`src/rtl/pqr5_core_pkg.sv`:
```
// pqr5 core shared definitions.
//
// The first block is the core macros header. It sets the machine word width
// (PQR5_XLEN). It has an include guard so that a second inclusion is harmless.
//
// The package that follows holds:
//   - XLEN, the datapath width taken from PQR5_XLEN.
//   - arb_state_e, the data-memory arbiter state encoding.
//   - The access-size constants: SIZE_BYTE, SIZE_HWORD and SIZE_WORD.
//   - The command constants: CMD_LOAD and CMD_STORE.

`ifndef PQR5_CORE_MACROS
`define PQR5_CORE_MACROS
`define PQR5_XLEN 32
`endif

package pqr5_core_pkg;

  localparam int XLEN = `PQR5_XLEN;

  typedef enum logic [1:0] {
    ST_IDLE      = 2'd0,
    ST_CORE_BUSY = 2'd1,
    ST_DBG_BUSY  = 2'd2
  } arb_state_e;

  localparam logic [1:0] SIZE_BYTE  = 2'b00;
  localparam logic [1:0] SIZE_HWORD = 2'b01;
  localparam logic [1:0] SIZE_WORD  = 2'b10;

  localparam logic CMD_LOAD  = 1'b0;
  localparam logic CMD_STORE = 1'b1;

endpackage

```
`src/rtl/dmem_prio_sel.sv`:
```
// Grant selection and anti-starvation counter for the data-memory arbiter.
//
// The core normally wins when both requesters ask at the same time. The
// counter records how many core grants in a row were made while debug was
// waiting. When it reaches STARVE_MAX, debug wins the next contested slot.
//
// Ports:
//   clk, areset    : clock and asynchronous active-high reset.
//   idle_i         : high when the arbiter can issue a grant this cycle.
//   core_req_i     : core request valid.
//   dbg_req_i      : debug request valid.
//   grant_core_o   : the core is granted this cycle (combinational).
//   grant_dbg_o    : debug is granted this cycle (combinational).

module dmem_prio_sel #(
  parameter int STARVE_MAX = 8
) (
  input  logic clk,
  input  logic areset,
  input  logic idle_i,
  input  logic core_req_i,
  input  logic dbg_req_i,
  output logic grant_core_o,
  output logic grant_dbg_o
);

  localparam int CNT_W = (STARVE_MAX < 1) ? 1 : $clog2(STARVE_MAX + 1);
  localparam logic [CNT_W-1:0] CNT_MAX = CNT_W'(STARVE_MAX);

  logic [CNT_W-1:0] starve_cnt_q;
  logic [CNT_W-1:0] starve_cnt_d;
  logic             starve_full;

  assign starve_full = (starve_cnt_q == CNT_MAX);

  // Debug wins if it is the only requester, or if the core has already used
  // up its allowance of consecutive grants.
  assign grant_dbg_o  = idle_i && dbg_req_i && (!core_req_i || starve_full);
  assign grant_core_o = idle_i && core_req_i && !grant_dbg_o;

  always_comb begin
    starve_cnt_d = starve_cnt_q;
    if (idle_i) begin
      if (grant_dbg_o || !dbg_req_i) begin
        starve_cnt_d = '0;
      end else if (grant_core_o && !starve_full) begin
        starve_cnt_d = starve_cnt_q + CNT_W'(1);
      end
    end
  end

  always_ff @(posedge clk or posedge areset) begin
    if (areset) begin
      starve_cnt_q <= '0;
    end else begin
      starve_cnt_q <= starve_cnt_d;
    end
  end

endmodule

```
`src/rtl/dmem_arbiter.sv`:
```
// Data-memory arbiter. It shares one memory port between the core LSU and
// the debug module.
//
// Only one transaction is in flight at a time. The winner's request is
// copied into the o_mem_* registers, which then stay stable until memory
// accepts the request.
//   - A store completes on acceptance.
//   - A load completes on the first i_mem_rvalid after acceptance.
// On completion, the owner's done output pulses for one cycle and the
// arbiter returns to IDLE. It can issue a new grant in that same cycle.
//
// Ports:
//   clk, areset                     : clock and asynchronous active-high reset.
//   i_core_req/cmd/addr/size/data   : core request channel.
//   o_core_done/rdata/stall         : core response channel.
//   i_dbg_req/cmd/addr/size/data    : debug request channel.
//   o_dbg_done/rdata                : debug response channel.
//   o_mem_req/cmd/addr/size/data    : memory request channel.
//   i_mem_ready                     : memory accepted the request.
//   i_mem_rvalid, i_mem_rdata       : memory load data return.

module dmem_arbiter
  import pqr5_core_pkg::*;
#(
  parameter int STARVE_MAX = 8
) (
  input  logic            clk,
  input  logic            areset,

  input  logic            i_core_req,
  input  logic            i_core_cmd,
  input  logic [XLEN-1:0] i_core_addr,
  input  logic [1:0]      i_core_size,
  input  logic [XLEN-1:0] i_core_data,
  output logic            o_core_done,
  output logic [XLEN-1:0] o_core_rdata,
  output logic            o_core_stall,

  input  logic            i_dbg_req,
  input  logic            i_dbg_cmd,
  input  logic [XLEN-1:0] i_dbg_addr,
  input  logic [1:0]      i_dbg_size,
  input  logic [XLEN-1:0] i_dbg_data,
  output logic            o_dbg_done,
  output logic [XLEN-1:0] o_dbg_rdata,

  output logic            o_mem_req,
  output logic            o_mem_cmd,
  output logic [XLEN-1:0] o_mem_addr,
  output logic [1:0]      o_mem_size,
  output logic [XLEN-1:0] o_mem_data,
  input  logic            i_mem_ready,
  input  logic            i_mem_rvalid,
  input  logic [XLEN-1:0] i_mem_rdata
);

  arb_state_e      state_q,      state_d;
  logic            accepted_q,   accepted_d;
  logic            mem_req_q,    mem_req_d;
  logic            mem_cmd_q,    mem_cmd_d;
  logic [XLEN-1:0] mem_addr_q,   mem_addr_d;
  logic [1:0]      mem_size_q,   mem_size_d;
  logic [XLEN-1:0] mem_data_q,   mem_data_d;
  logic            core_done_q,  core_done_d;
  logic            dbg_done_q,   dbg_done_d;
  logic [XLEN-1:0] core_rdata_q, core_rdata_d;
  logic [XLEN-1:0] dbg_rdata_q,  dbg_rdata_d;

  logic grant_core;
  logic grant_dbg;
  logic owner_is_core;

  dmem_prio_sel #(
    .STARVE_MAX (STARVE_MAX)
  ) u_prio_sel (
    .clk          (clk),
    .areset       (areset),
    .idle_i       (state_q == ST_IDLE),
    .core_req_i   (i_core_req),
    .dbg_req_i    (i_dbg_req),
    .grant_core_o (grant_core),
    .grant_dbg_o  (grant_dbg)
  );

  assign owner_is_core = (state_q == ST_CORE_BUSY);

  always_comb begin
    state_d      = state_q;
    accepted_d   = accepted_q;
    mem_req_d    = mem_req_q;
    mem_cmd_d    = mem_cmd_q;
    mem_addr_d   = mem_addr_q;
    mem_size_d   = mem_size_q;
    mem_data_d   = mem_data_q;
    core_rdata_d = core_rdata_q;
    dbg_rdata_d  = dbg_rdata_q;
    core_done_d  = 1'b0;
    dbg_done_d   = 1'b0;

    unique case (state_q)
      ST_IDLE: begin
        // i_mem_rvalid has no owner here and is deliberately ignored.
        if (grant_core) begin
          state_d    = ST_CORE_BUSY;
          accepted_d = 1'b0;
          mem_req_d  = 1'b1;
          mem_cmd_d  = i_core_cmd;
          mem_addr_d = i_core_addr;
          mem_size_d = i_core_size;
          mem_data_d = i_core_data;
        end else if (grant_dbg) begin
          state_d    = ST_DBG_BUSY;
          accepted_d = 1'b0;
          mem_req_d  = 1'b1;
          mem_cmd_d  = i_dbg_cmd;
          mem_addr_d = i_dbg_addr;
          mem_size_d = i_dbg_size;
          mem_data_d = i_dbg_data;
        end
      end

      ST_CORE_BUSY, ST_DBG_BUSY: begin
        if (!accepted_q) begin
          // Before acceptance, rvalid may belong to an earlier transaction,
          // so only the ready handshake is looked at.
          if (mem_req_q && i_mem_ready) begin
            mem_req_d = 1'b0;
            if (mem_cmd_q == CMD_STORE) begin
              state_d     = ST_IDLE;
              core_done_d = owner_is_core;
              dbg_done_d  = !owner_is_core;
            end else begin
              accepted_d = 1'b1;
            end
          end
        end else if (i_mem_rvalid) begin
          state_d    = ST_IDLE;
          accepted_d = 1'b0;
          if (owner_is_core) begin
            core_rdata_d = i_mem_rdata;
            core_done_d  = 1'b1;
          end else begin
            dbg_rdata_d = i_mem_rdata;
            dbg_done_d  = 1'b1;
          end
        end
      end

      default: begin
        state_d    = ST_IDLE;
        accepted_d = 1'b0;
        mem_req_d  = 1'b0;
      end
    endcase
  end

  always_ff @(posedge clk or posedge areset) begin
    if (areset) begin
      state_q      <= ST_IDLE;
      accepted_q   <= 1'b0;
      mem_req_q    <= 1'b0;
      mem_cmd_q    <= CMD_LOAD;
      mem_addr_q   <= '0;
      mem_size_q   <= SIZE_BYTE;
      mem_data_q   <= '0;
      core_done_q  <= 1'b0;
      dbg_done_q   <= 1'b0;
      core_rdata_q <= '0;
      dbg_rdata_q  <= '0;
    end else begin
      state_q      <= state_d;
      accepted_q   <= accepted_d;
      mem_req_q    <= mem_req_d;
      mem_cmd_q    <= mem_cmd_d;
      mem_addr_q   <= mem_addr_d;
      mem_size_q   <= mem_size_d;
      mem_data_q   <= mem_data_d;
      core_done_q  <= core_done_d;
      dbg_done_q   <= dbg_done_d;
      core_rdata_q <= core_rdata_d;
      dbg_rdata_q  <= dbg_rdata_d;
    end
  end

  assign o_mem_req    = mem_req_q;
  assign o_mem_cmd    = mem_cmd_q;
  assign o_mem_addr   = mem_addr_q;
  assign o_mem_size   = mem_size_q;
  assign o_mem_data   = mem_data_q;
  assign o_core_done  = core_done_q;
  assign o_dbg_done   = dbg_done_q;
  assign o_core_rdata = core_rdata_q;
  assign o_dbg_rdata  = dbg_rdata_q;

  // Stall drops in the same cycle that done pulses, because the requester
  // samples both outputs together.
  assign o_core_stall = i_core_req && !core_done_q;

endmodule

```
`config.mk`:
```
export PLATFORM = sky130hd
export DESIGN_NAME = dmem_arbiter
export DESIGN_NICKNAME = d
export VERILOG_FILES = /design/src/rtl/pqr5_core_pkg.sv /design/src/rtl/dmem_prio_sel.sv /design/src/rtl/dmem_arbiter.sv
export SDC_FILE = /design/constraint.sdc
export NUM_CORES = 1
export LEC_CHECK = 0
export CAP_MARGIN = 20
export CORE_AREA = 3 3 130 132
export CTS_BUF_LIST = sky130_fd_sc_hd__clkbuf_16
export DETAILED_ROUTE_END_ITERATION = 6
export DIE_AREA = 0 0 133 135
export PLACE_DENSITY = 0.81
export SLEW_MARGIN = 5
export SYNTH_ARGS = -nofsm -noshare
export SYNTH_HDL_FRONTEND = slang
export SYNTH_SLANG_ARGS = --single-unit
```
`constraint.sdc`:
```
create_clock -name clk -period 7.2 [get_ports clk]
set_clock_uncertainty 0.05 [all_clocks]
set_input_delay 1.8 -clock clk [delete_from_list [all_inputs] [get_ports clk]]
set_output_delay 1.8 -clock clk [all_outputs]
set_load 0.01 [all_outputs]
```
[Word-level counts from Yosys, hierarchy flattened]
Cells that the tools add are included.
Storage, ports and cells
  register bits: 141
  input bits: 172
  output and inout bits: 135
  logic and storage cells: 89
Cells by class
  $add $sub $neg: 1
  eq/ne operators: 9
  muxes and demuxes: 41
  bitwise gates (word level): 1
  reductions and logical operators: 25
Operator list (number)
  2-to-1 mux 32 bit: 4
  2-to-1 mux 1 bit: 24
  2-to-1 mux 2 bit: 8
  inequality test 3 bit (second input constant): 4
  AND reduction 4 bit: 3
  2-to-1 mux 4 bit: 2
  logical AND 1 bit: 7
  zero test 1 bit: 6
  adder 4 x 1 -> 4 bit (second input constant): 1
  == test 4 bit (second input constant): 1
  inequality test 2 bit (second input constant): 2
  one-hot mux 1 bit (2 select lines): 2
  one-hot mux 2 bit (2 select lines): 1
  AND reduction 2 bit: 2
  nonzero test 2 bit: 2
  AND reduction 3 bit: 1
  == test 2 x 1 -> 1 bit (second input constant): 1
  == test 2 bit (second input constant): 1
  zero test 2 bit: 1
  logical OR 1 bit: 2
  OR reduction 2 bit: 1
  NOT 1 bit: 1

[Logic depth before layout (Yosys ltp)]
  depth in word-level cells: 8
  gate-level depth with buffers: 9

[Modules after synthesis]
From an unflattened synthesis, not the netlist that was laid out.
Second synthesis, totals
  cell total of the unflattened synthesis: 495
  area, all modules: 6226.0 um^2
Modules (own cells, without submodules)
  dmem_arbiter: instances 1, cells each 465, area an instance 5936.9 um^2, seq. area each 3428.3 um^2
  dmem_prio_sel: instances 1, cells each 30, area an instance 289.0 um^2, seq. area each 100.1 um^2

[Worst setup path before layout]
OpenSTA, ideal clock, no wires.
  path type: input -> output
  start: input port i_core_req
  end: output port o_core_stall
  arrival time: 1.997 ns
  path slack: 3.353 ns
  stages on the path: 1
  buffers on the path: 0
  cell sequence: nor2b_1
Between the ends
  word-level cells in the longest chain between the ends: 1
Ends and longest elaborated chain
  from (decl): line dmem_arbiter.sv:30  | input logic i_core_req,
  logical AND 1 bit: line dmem_arbiter.sv:197  | assign o_core_stall = i_core_req && !core_done_q;
  to (decl): line dmem_arbiter.sv:37  | output logic o_core_stall,
Every way passes these cells.

[Final worst setup path]
Ends and elaborated chain as after synthesis.

==> impl_metrics.env <==
export IMPL_outcome="finished, final reports clean"
export IMPL_antenna_cells=0
export IMPL_ys_types=35
export IMPL_critPathRequiredTime_ps=5350
export IMPL_worst_slew_pin_slew_ps=1115
export IMPL_clock_sinks=141
export IMPL_hpwl_um=13600
export IMPL_area_growth_pct=58.21
export IMPL_hold_buffers=0
export IMPL_syn_area_um2=6414
export IMPL_end_kind="output pin"
export IMPL_slowest_delay_ps=600
export IMPL_critPathBufInv=2
export IMPL_path_cells="clkdlybuf4s50_1 > nor2b_1 > clkdlybuf4s50_1"
export IMPL_drc=0
export IMPL_synth_ff_type="dfrtp_1"
export IMPL_critical_path_startpoint_type="primary input"
export IMPL_drt_iter0_drc=236
export IMPL_whs_ps=440.4
export IMPL_ir_worst_vdd_mv=0.2179
export IMPL_gr_total_overflow=0
export IMPL_route_met2_wl_um=9710
export IMPL_vias=5548
export IMPL_h_tree_depth=4
export IMPL_wl_per_cell_um=18.01
export IMPL_top_layer="met4"
export IMPL_grt_usage_pct=21.27
export IMPL_fp_dieH_um=135
export IMPL_synth_area_per_cell_um2=11.17
export IMPL_ys_seq_area_share_pct=55.01
export IMPL_synth_edf_count=0
export IMPL_clock_fmax_mhz=201.8
export IMPL_ios=307
export IMPL_period_needed_ps=4955
export IMPL_finalSetupTns_ps=0
export IMPL_rows=46
export IMPL_synthTopCellsByArea="dfrtp_1 (55%), nand2_1 (8.0%), mux2_4 (7.0%)"
export IMPL_grt_pass1_vias=5596
export IMPL_synth_nets=752
export IMPL_hp_class="reg -> reg"
export IMPL_critical_path_class="in -> out"
export IMPL_firstDrtPassIters=4
export IMPL_design_die_area_um2=17960
export IMPL_start_util_pct=40.52
export IMPL_m1WireLength_um=7714
export IMPL_max_slew_margin_rel_pct=25.69
export IMPL_leakage_nw=4.405
export IMPL_final_setup_viol_count=0
export IMPL_route_met3_wl_um=1800
export IMPL_post_drt_via_cell_ratio=5.099
export IMPL_drive_gt1_share_pct=13.76
export IMPL_cts_setup_buffers=0
export IMPL_cap_violations=0
export IMPL_rsz0062_at_grt="false"
export IMPL_cp_max_fo=6
export IMPL_crit_arrival_ps=3100
export IMPL_yosysMostFrequentCell="dfrtp_1"
export IMPL_path_common_cell="clkdlybuf4s50_1"
export IMPL_power_density_nw_per_um2=410.3
export IMPL_yosysWarningCount=0
export IMPL_cts_resized=0
export IMPL_ys_seq_elements=141
export IMPL_grt_pass1_wl_um=30150
export IMPL_cts_buffers=17
export IMPL_clk_path_buf_depth=2
export IMPL_clk_latency_ps=400
export IMPL_port_buffer_count=306
export IMPL_ant_nets=0
export IMPL_ys_async_sr_fraction_pct=100.0
export IMPL_clockRootBuffer="clkbuf_16"
export IMPL_die_x_um=133
export IMPL_cts_tree="yes"
export IMPL_final_nets=1037
export IMPL_yosysTopAreaCell="dfrtp_1"
export IMPL_core_area_um2=15830
export IMPL_hold_viol=0
export IMPL_place_congestion=0.7720
export IMPL_cts_reportedPaths_clkPinSlew_ps=70
export IMPL_grt_max_degree=86
export IMPL_grt_antenna_before_repair=0
export IMPL_wl_um=19590
export IMPL_cp_slowest_cell="clkdlybuf4s50_1"
export IMPL_synth_common_cells="dfrtp_1 (141), nand2_1 (137), nand3_1 (70)"
export IMPL_synth_top_area_share_pct=55.01
export IMPL_final_max_slew_viol_count=0
export IMPL_layout_worst_path_cycle_share_pct=68.82
export IMPL_syn_instance_count=574
export IMPL_path_delay_family="buffers and inverters"
==> worst paths after layout <==
check,startpoint,end,slack (ps),depth (start not counted)
min reg2reg,o_mem_addr[16],o_mem_addr[16],440,2
min,o_mem_addr[16],o_mem_addr[16],440,2
max in group asynchronous,areset,u_prio_sel.starve_cnt_q[1],3970,3
max reg2reg,state_q[1],o_mem_addr[12],4290,5
min in group asynchronous,areset,o_mem_data[17],1890,2
max,i_core_req,o_core_stall,2250,3
==> layer usage <==
metal  track usage [%]  up-vias
met5                 0        -
met4             7.159        0
met3             8.122       23
met2             36.43      253
met1             24.59     2686
li1                  -     2586
==> worst register-to-register path, cell delays in order, from the launching register on <==
cell	delay, ps
dfrtp_1	360
inv_1	160
ha_1	360
and2_4	700
and2_4	860
o211ai_1	270
==> placed cells by master (no fill, tap or decap), types with 2 or more instances in the layout <==
cell type / count
inv_6: 6
dfrtp_1: 141
a21oi_1: 4
clkdlybuf4s50_1: 306
nand2_1: 137
ha_1: 6
o211ai_2: 10
clkinvlp_4: 2
inv_1: 8
nor2b_1: 3
and2_4: 2
inv_8: 3
clkbuf_16: 17
clkinv_4: 2
nand3_1: 70
o22ai_1: 2
mux2_2: 35
mux2_4: 30
nand4b_1: 2
nand2b_1: 5
bufinv_16: 2
o211ai_1: 57
a41oi_1: 2
buf_4: 5
==> power by group <==
part           switching, mW  internal (mW)
registers              0.202           1.15
clock network          0.371          0.524
logic                  0.861           1.05
total                   1.43           2.73
==> cell type report <==
type | instances | area, um^2
clock buffers | 17 | 425.4
clock inverters | 15 | 175.2
fillers | 1247 | 5680
inverters | 9 | 38.79
multi-input cells | 379 | 2609
flip-flops and latches | 141 | 3528
well taps | 216 | 270.3
repair buffers | 311 | 3100
==> stage by stage <==
step / area (um^2) / setup WS [ps] / total power, mW / cells / utilization, %
finish: 10150 / 2245 / 4.164 / 1088 / 64.11
global route: 10150 / 2169 / 4.402 / 1088 / 64.11
CTS: 10150 / 2245 / 4.203 / 1088 / 64.11
detailed placement: 9547 / 2248 / 3.290 / 1056 / 60.32
global placement: 9547 / 2240 / 3.233 / 1056 / 60.32
floorplan: 6414 / 1569 / 2.303 / 574 / -
==> kinds of logic (layout without fill, tap and decap cells) <==
logic type                 Yosys count  in the layout  synth area share, %
DFF                                141            141                55.01
AOI/OAI and AO/OA                   83             83                10.46
and+or+nand+nor                    224            224                15.45
buffers and inverters               54            352                4.584
muxes                               66             66                13.32
adders and majority gates            6              6                1.170
==> registers in the layout, summed over array words and instances, names as in the netlist <==
signal / count
o_dbg_done: 1
u_prio_sel.starve_cnt_q: 4
o_mem_addr: 32
o_core_done: 1
o_mem_cmd: 1
accepted_q: 1
o_mem_data: 32
state_q: 2
o_core_rdata: 32
o_dbg_rdata: 32
o_mem_size: 2
o_mem_req: 1
No activity file was read; power rests on OpenSTA's default activity.
